### config.mk
export PLATFORM = sky130hd
export DESIGN_NAME = uart_rx_param
export DESIGN_NICKNAME = d
export VERILOG_FILES = /design/src/rtl/uart_pkg.sv /design/src/rtl/uart_rx_sync.sv /design/src/rtl/uart_rx_param.sv
export SDC_FILE = /design/constraint.sdc
export NUM_CORES = 1
export LEC_CHECK = 0
export BUFFER_PORTS_ARGS = -buffer_cell sky130_fd_sc_hd__buf_2
export CAP_MARGIN = 40
export CORE_MARGIN = 10
export CORE_UTILIZATION = 53
export DETAILED_ROUTE_END_ITERATION = 8
export GPL_TIMING_DRIVEN = 0
export PLACE_DENSITY = 0.75
export SYNTH_ARGS = -nofsm -noshare
export SYNTH_HDL_FRONTEND = slang
export SYNTH_SLANG_ARGS = --single-unit
export TNS_END_PERCENT = 30
### constraint.sdc
create_clock -name clk -period 1.7 [get_ports clk]
set_input_delay 0.34 -clock clk [delete_from_list [all_inputs] [get_ports clk]]
set_output_delay 0.34 -clock clk [all_outputs]
set_load 0.02 [all_outputs]
### src/rtl/uart_pkg.sv
// Shared types and constants for the parametrised UART receiver.
package uart_pkg;

  typedef enum logic [2:0] {
    S_IDLE,
    S_START,
    S_DATA,
    S_PARITY,
    S_STOP
  } rx_state_e;

  localparam int unsigned PAR_NONE = 0;
  localparam int unsigned PAR_ODD  = 1;
  localparam int unsigned PAR_EVEN = 2;

  function automatic int unsigned baud_cnt_max(input int unsigned clk_freq,
                                               input int unsigned bps);
    return clk_freq / bps;
  endfunction

  function automatic int unsigned cnt_width(input int unsigned n);
    return (n <= 1) ? 1 : $clog2(n);
  endfunction

endpackage

### src/rtl/uart_rx_sync.sv
// Two-flop synchroniser plus delay flop for the RX pin, with falling-edge detect.
module uart_rx_sync (
  input  logic clk,
  input  logic rst,
  input  logic rxd,
  output logic rxd_s,
  output logic fall
);

  logic s1, s2, s3;

  // Flops reset to the idle line level so reset itself never looks like a start edge.
  always_ff @(posedge clk) begin
    if (rst) begin
      s1 <= 1'b1;
      s2 <= 1'b1;
      s3 <= 1'b1;
    end else begin
      s1 <= rxd;
      s2 <= s1;
      s3 <= s2;
    end
  end

  always_comb begin
    rxd_s = s2;
    fall  = s3 & ~s2;
  end

endmodule

### src/rtl/uart_rx_param.sv
// Parametrised UART receiver: 5-9 data bits, none/odd/even parity, 1-2 stop bits.
// Define UART_RX_MAJORITY_EN for 2-of-3 majority bit sampling around mid-bit.
module uart_rx_param
  import uart_pkg::*;
#(
  parameter int unsigned CLK_FREQ  = 50000000,
  parameter int unsigned UART_BPS  = 115200,
  parameter int unsigned DATA_BITS = 8,
  parameter int unsigned PARITY    = 0,
  parameter int unsigned STOP_BITS = 1
) (
  input  logic                 clk,
  input  logic                 rst,
  input  logic                 uart_rxd,
  output logic [DATA_BITS-1:0] uart_rx_data,
  output logic                 uart_rx_done,
  output logic                 uart_parity_err,
  output logic                 uart_frame_err,
  output logic                 uart_busy
);

  localparam int unsigned BAUD_MAX = baud_cnt_max(CLK_FREQ, UART_BPS);
  localparam int unsigned CW       = cnt_width(BAUD_MAX);
  localparam int unsigned SP       = BAUD_MAX / 2 - 1;
`ifdef UART_RX_MAJORITY_EN
  localparam int unsigned DP       = SP + 1;
`else
  localparam int unsigned DP       = SP;
`endif

  localparam logic [CW-1:0] CNT_LAST  = CW'(BAUD_MAX - 1);
  localparam logic [CW-1:0] CNT_DEC   = CW'(DP);
  localparam logic [3:0]    DATA_LAST = 4'(DATA_BITS - 1);
  localparam logic [3:0]    STOP_LAST = 4'(STOP_BITS - 1);

  rx_state_e state, state_nx;

  logic                 rxd_s;
  logic                 start_fall;
  logic                 start_en;
  logic [CW-1:0]        baud_cnt;
  logic                 tick;
  logic                 bit_val;
  logic [3:0]           bit_cnt;
  logic                 last_data;
  logic                 last_stop;
  logic [DATA_BITS-1:0] shreg;
  logic                 par_exp;
  logic                 par_bad;
  logic                 frame_bad;

  uart_rx_sync u_sync (
    .clk   (clk),
    .rst   (rst),
    .rxd   (uart_rxd),
    .rxd_s (rxd_s),
    .fall  (start_fall)
  );

  always_comb begin
    start_en  = start_fall && (state == S_IDLE);
    tick      = (baud_cnt == CNT_DEC);
    last_data = (bit_cnt == DATA_LAST);
    last_stop = (bit_cnt == STOP_LAST);
    par_exp   = (PARITY == PAR_EVEN) ? ^shreg : ~^shreg;
    uart_busy = (state != S_IDLE);
  end

  always_ff @(posedge clk) begin
    if (rst)
      baud_cnt <= '0;
    else if (start_en || baud_cnt == CNT_LAST)
      baud_cnt <= '0;
    else
      baud_cnt <= baud_cnt + CW'(1);
  end

`ifdef UART_RX_MAJORITY_EN
  logic v_early, v_mid;

  always_ff @(posedge clk) begin
    if (rst) begin
      v_early <= 1'b1;
      v_mid   <= 1'b1;
    end else begin
      if (baud_cnt == CW'(SP - 1)) v_early <= rxd_s;
      if (baud_cnt == CW'(SP))     v_mid   <= rxd_s;
    end
  end

  // Third vote is the live sample at SP+1, where the decision is taken.
  always_comb bit_val = (v_early & v_mid) | (v_early & rxd_s) | (v_mid & rxd_s);
`else
  always_comb bit_val = rxd_s;
`endif

  always_ff @(posedge clk) begin
    if (rst) state <= S_IDLE;
    else     state <= state_nx;
  end

  // Transitions happen at the decision point, so each state spans one bit centre to the next.
  always_comb begin
    state_nx = state;
    case (state)
      S_IDLE:   if (start_en) state_nx = S_START;
      S_START:  if (tick) state_nx = bit_val ? S_IDLE : S_DATA;
      S_DATA:   if (tick && last_data)
                  state_nx = (PARITY != PAR_NONE) ? S_PARITY : S_STOP;
      S_PARITY: if (tick) state_nx = S_STOP;
      S_STOP:   if (tick && last_stop) state_nx = S_IDLE;
      default:  state_nx = S_IDLE;
    endcase
  end

  always_ff @(posedge clk) begin
    if (rst) begin
      shreg           <= '0;
      bit_cnt         <= '0;
      par_bad         <= 1'b0;
      frame_bad       <= 1'b0;
      uart_rx_data    <= '0;
      uart_rx_done    <= 1'b0;
      uart_parity_err <= 1'b0;
      uart_frame_err  <= 1'b0;
    end else begin
      uart_rx_done <= 1'b0;
      if (tick) begin
        case (state)
          S_START: begin
            bit_cnt   <= '0;
            par_bad   <= 1'b0;
            frame_bad <= 1'b0;
          end
          S_DATA: begin
            shreg   <= {bit_val, shreg[DATA_BITS-1:1]};
            bit_cnt <= last_data ? 4'd0 : bit_cnt + 4'd1;
          end
          S_PARITY: par_bad <= (bit_val != par_exp);
          S_STOP: begin
            if (last_stop) begin
              bit_cnt         <= '0;
              uart_rx_done    <= 1'b1;
              uart_rx_data    <= shreg;
              uart_parity_err <= par_bad;
              uart_frame_err  <= frame_bad | ~bit_val;
            end else begin
              bit_cnt   <= bit_cnt + 4'd1;
              frame_bad <= frame_bad | ~bit_val;
            end
          end
          default: ;
        endcase
      end
    end
  end

endmodule

==> results.yml <==
outcome:
  status: "finished, violations left"
  violations: "negative setup slack"
cts:
  cts_tree: "built"
  cts_buffer_depth: 2
  cts_sinks: 40
  cts_buffers: 5
  path_clk_slew_ns: 0.12
  clockRootBuffer: "clkbuf_4"
  insertion_delay_ns: 0.36
  htreeDepth: 2
place:
  post_dp_cell_area_sq_mm: 0.002013
  gp_congestion: 0.8644
  dpl.hpwl_um: 2641
  portBuffers: 13
timing:
  hold_viol: 0
  fin_crit_ns: 1.867
  setup_violations: 23
  worstMarginPinSlew_ns: 0.5118
  clock_skew_ns: 0.01075
  timing.hold.ws_ns: 0.1640
  max-slew-margin-rel_pct: 65.88
  maxSlewViolCount: 0
  fmax_mhz: 535.7
  rsz0062_at_grt: "true"
  setup_tns_ns: -1.681
  fin_crit_sh_pct: 109.8
  setup_ws_ns: -0.1667
worst_setup_path:
  cp-endpoint: "uart_rx_data[4]$_SDFFE_PP0P_"
  slowest_stage: "or4b_4"
  reg2regPathDepth: 5
  startpoint: "state[0]$_SDFFE_PP0P_"
  start_kind: "flip-flop"
  crit_fanout: 5
  critPathArrivalTime_ns: 2.12
  critPathKind: "flip-flop to flip-flop"
  r2r_setup_slack_ns: -0.17
  path_cells: "or3b_4 > or4b_4 > buf_16 > mux2i_2 > nor2_1"
  endpoint_kind: "flip-flop"
  r2r-end: "uart_rx_data[4]$_SDFFE_PP0P_"
  required_ns: 1.95
  reg2reg_from: "state[0]$_SDFFE_PP0P_"
  max_stage_delay_ns: 0.62
global_route:
  busiest_layer: "met2"
  use_met2_pct: 24.31
  grtUsageTotal_pct: 13.71
  grt_pass1_wl_um: 7024
  grt_pass1_vias: 1498
  grt_max_degree: 13
  met3_usage_pct: 4.842
  use_met1_pct: 14.81
  globalRoute.totalOverflow: 0
  antenna_found_initial: 0
route:
  ant_nets: 0
  dr_total_vias: 1536
  drt_first_iter_violations: 56
  drc: 0
  wl_per_cell_um: 15.82
  vias_per_cell: 5.545
  dr.pass1.iters: 4
  routed_wl_um: 4381
power:
  pwr_density_cell_mw_per_mm2: 750.5
  p_leak_uw: 0.001051
  peakVddDrop_mv: 0.5342
yosys:
  synth_cell_types: 44
  synth.area.top_cells: "dfxtp_1 43%, mux2i_1 9.6%, nor2_1 7.2%"
  synth-main-ff-cell: "dfxtp_1"
  netlist_area_sq_mm: 0.001868
  postSynthAreaPerCell_sq_um: 9.482
  yosys.area.top_type: "dfxtp_1"
  async_flop_share_pct: 0
  synth.net_count: 205
  ys_seq_elements: 40
  syn-instance-count: 197
  synth_edf_count: 0
  synth.yosys.seq_area_share_pct: 42.87
  ys.warnings.count: 0
  synth_top_area_share_pct: 42.87
floorplanning:
  floorplan.initialDensity_pct: 55.54
  std_cell_rows: 21
  die-height_um: 79.37
  ios: 15
  core_sq_mm: 0.003363
  design.die.area_sq_mm: 0.006300
  die_x_um: 79.37
cells_and_area:
  fin_nets: 239
  num_antenna_cells: 0
  synthToLayoutAreaGrowth_pct: 29.20
  final_area_sq_mm: 0.002414
  drive_above_1_share_pct: 32.90
min_path:
  min_path_type: "input pin to flip-flop"
job:
  maxCapViolCount: 0
==> logic make-up after synthesis <==
kind of cell / Yosys count / share of synthesized area [%]
flops: 40 / 42.87
buf+inv: 16 / 3.885
simple gates: 83 / 25.38
mux: 18 / 9.645
xor+xnor: 16 / 8.239
fa+ha+maj: 5 / 3.349
compound gates: 19 / 6.632
==> worst min path at each step <==
stage | from | endpoint | slack, ns | cells past startpoint
CTS | uart_rxd | u_sync.s1$_SDFF_PP1_ | 0.16 | 2
finish | uart_rxd | u_sync.s1$_SDFF_PP1_ | 0.16 | 2
global placement | u_sync.s1$_SDFF_PP1_ | u_sync.rxd_s$_SDFF_PP1_ | 0.40 | 1
detailed placement | u_sync.s1$_SDFF_PP1_ | u_sync.rxd_s$_SDFF_PP1_ | 0.40 | 1
floorplan | u_sync.s1$_SDFF_PP1_ | u_sync.rxd_s$_SDFF_PP1_ | 0.39 | 1
global route | uart_rxd | u_sync.s1$_SDFF_PP1_ | 0.17 | 2
==> cell usage in the layout (no fill, tap or decap), types with 2 or more instances in the layout <==
| cell type | synthesis | final |
|---|---|---|
| dfxtp_2 | 0 | 9 |
| bufinv_16 | 0 | 2 |
| buf_4 | 0 | 12 |
| or4_1 | 3 | 2 |
| dfxtp_1 | 40 | 31 |
| nand4_1 | 3 | 3 |
| nand2b_1 | 3 | 3 |
| buf_2 | 4 | 14 |
| nor2b_1 | 2 | 2 |
| clkbuf_1 | 4 | 4 |
| inv_2 | 0 | 2 |
| or3b_4 | 0 | 2 |
| a21oi_2 | 0 | 2 |
| nand3_1 | 7 | 7 |
| or4b_4 | 1 | 2 |
| and3_1 | 2 | 2 |
| ha_1 | 5 | 4 |
| buf_6 | 1 | 4 |
| clkbuf_4 | 0 | 5 |
| mux2i_1 | 18 | 17 |
| xor2_1 | 3 | 3 |
| or2_2 | 3 | 3 |
| o21ai_0 | 4 | 3 |
| or3_4 | 0 | 2 |
| inv_1 | 7 | 5 |
| nor2_1 | 36 | 35 |
| nor4_4 | 0 | 3 |
| xnor2_1 | 12 | 12 |
| nand2_1 | 5 | 4 |
| a21oi_1 | 6 | 4 |
==> flip-flops by register name, summed over array words and instances (netlist names) <==
| register | count |
|---|---|
| baud_cnt | 9 |
| shreg | 8 |
| uart_rx_data | 8 |
| bit_cnt | 4 |
| state | 3 |
| frame_bad | 1 |
| par_bad | 1 |
| u_sync.rxd_s | 1 |
| u_sync.s1 | 1 |
| u_sync.s3 | 1 |
| uart_frame_err | 1 |
| uart_parity_err | 1 |
| uart_rx_done | 1 |
==> worst max-delay path, delay by kind of cell, from the launching register on <==
family,cells,cell delay [ns]
simple gates,3,1.09
mux,1,0.17
buf+inv,1,0.17
flops,1,0.34
==> metal layers <==
layer  routed length, um  vias to the layer above  share of wire, %
met5                   0                        -                 0
li1                    -                      752                 -
met1                1797                      748                41
met2                2295                       30                52
met4                  59                        0               1.3
met3                 228                        6               5.2
==> stage by stage <==
step	worst slack, ns	total power (uW)	std cells	utilization, %
after floorplan	0.006176	1020	197	-
after global placement	-0.09450	1035	256	59.86
after detailed placement	-0.1264	1037	256	59.86
after CTS	-0.07764	1806	276	68.45
after global routing	-0.2089	1864	277	71.76
final	-0.1667	1811	277	71.76
==> cell usage after synthesis (2+ instances only) <==
cell,instances
a21oi_1,6
and3_1,2
buf_2,4
clkbuf_1,4
dfxtp_1,40
ha_1,5
inv_1,7
mux2i_1,18
nand2_1,5
nand2b_1,3
nand3_1,7
nand4_1,3
nor2_1,36
nor2b_1,2
nor3b_1,2
nor4_1,3
o21ai_0,4
or2_2,3
or3_1,2
or3b_1,2
or4_1,3
xnor2_1,12
xor2_1,3
==> power breakdown <==
| group | internal [uW] | total [uW] | switching, uW |
|---|---|---|---|
| Sequential | 948 | 957 | 9.23 |
| Combinational | 38.5 | 89.8 | 51.2 |
| Clock | 450 | 765 | 315 |
==> final cells by class <==
class | instances | area, sq um
Clock buffer | 5 | 37.54
Buffer | 9 | 63.81
Fill cell | 270 | 949.7
Inverter | 7 | 26.28
Multi-Input combinational cell | 141 | 1152
Tap cell | 46 | 57.56
Sequential cell | 40 | 812.0
Clock inverter | 2 | 60.06
Timing Repair Buffer | 27 | 203.9
==> timing repair <==
item,CTS,global route
setup buffers,12,1
endpoints found under the setup margin,16,36
cloned,1,0
hold buffers,0,0
pin swaps,11,7
gates resized for setup,25,22
Power figures use the tool's default switching activity.
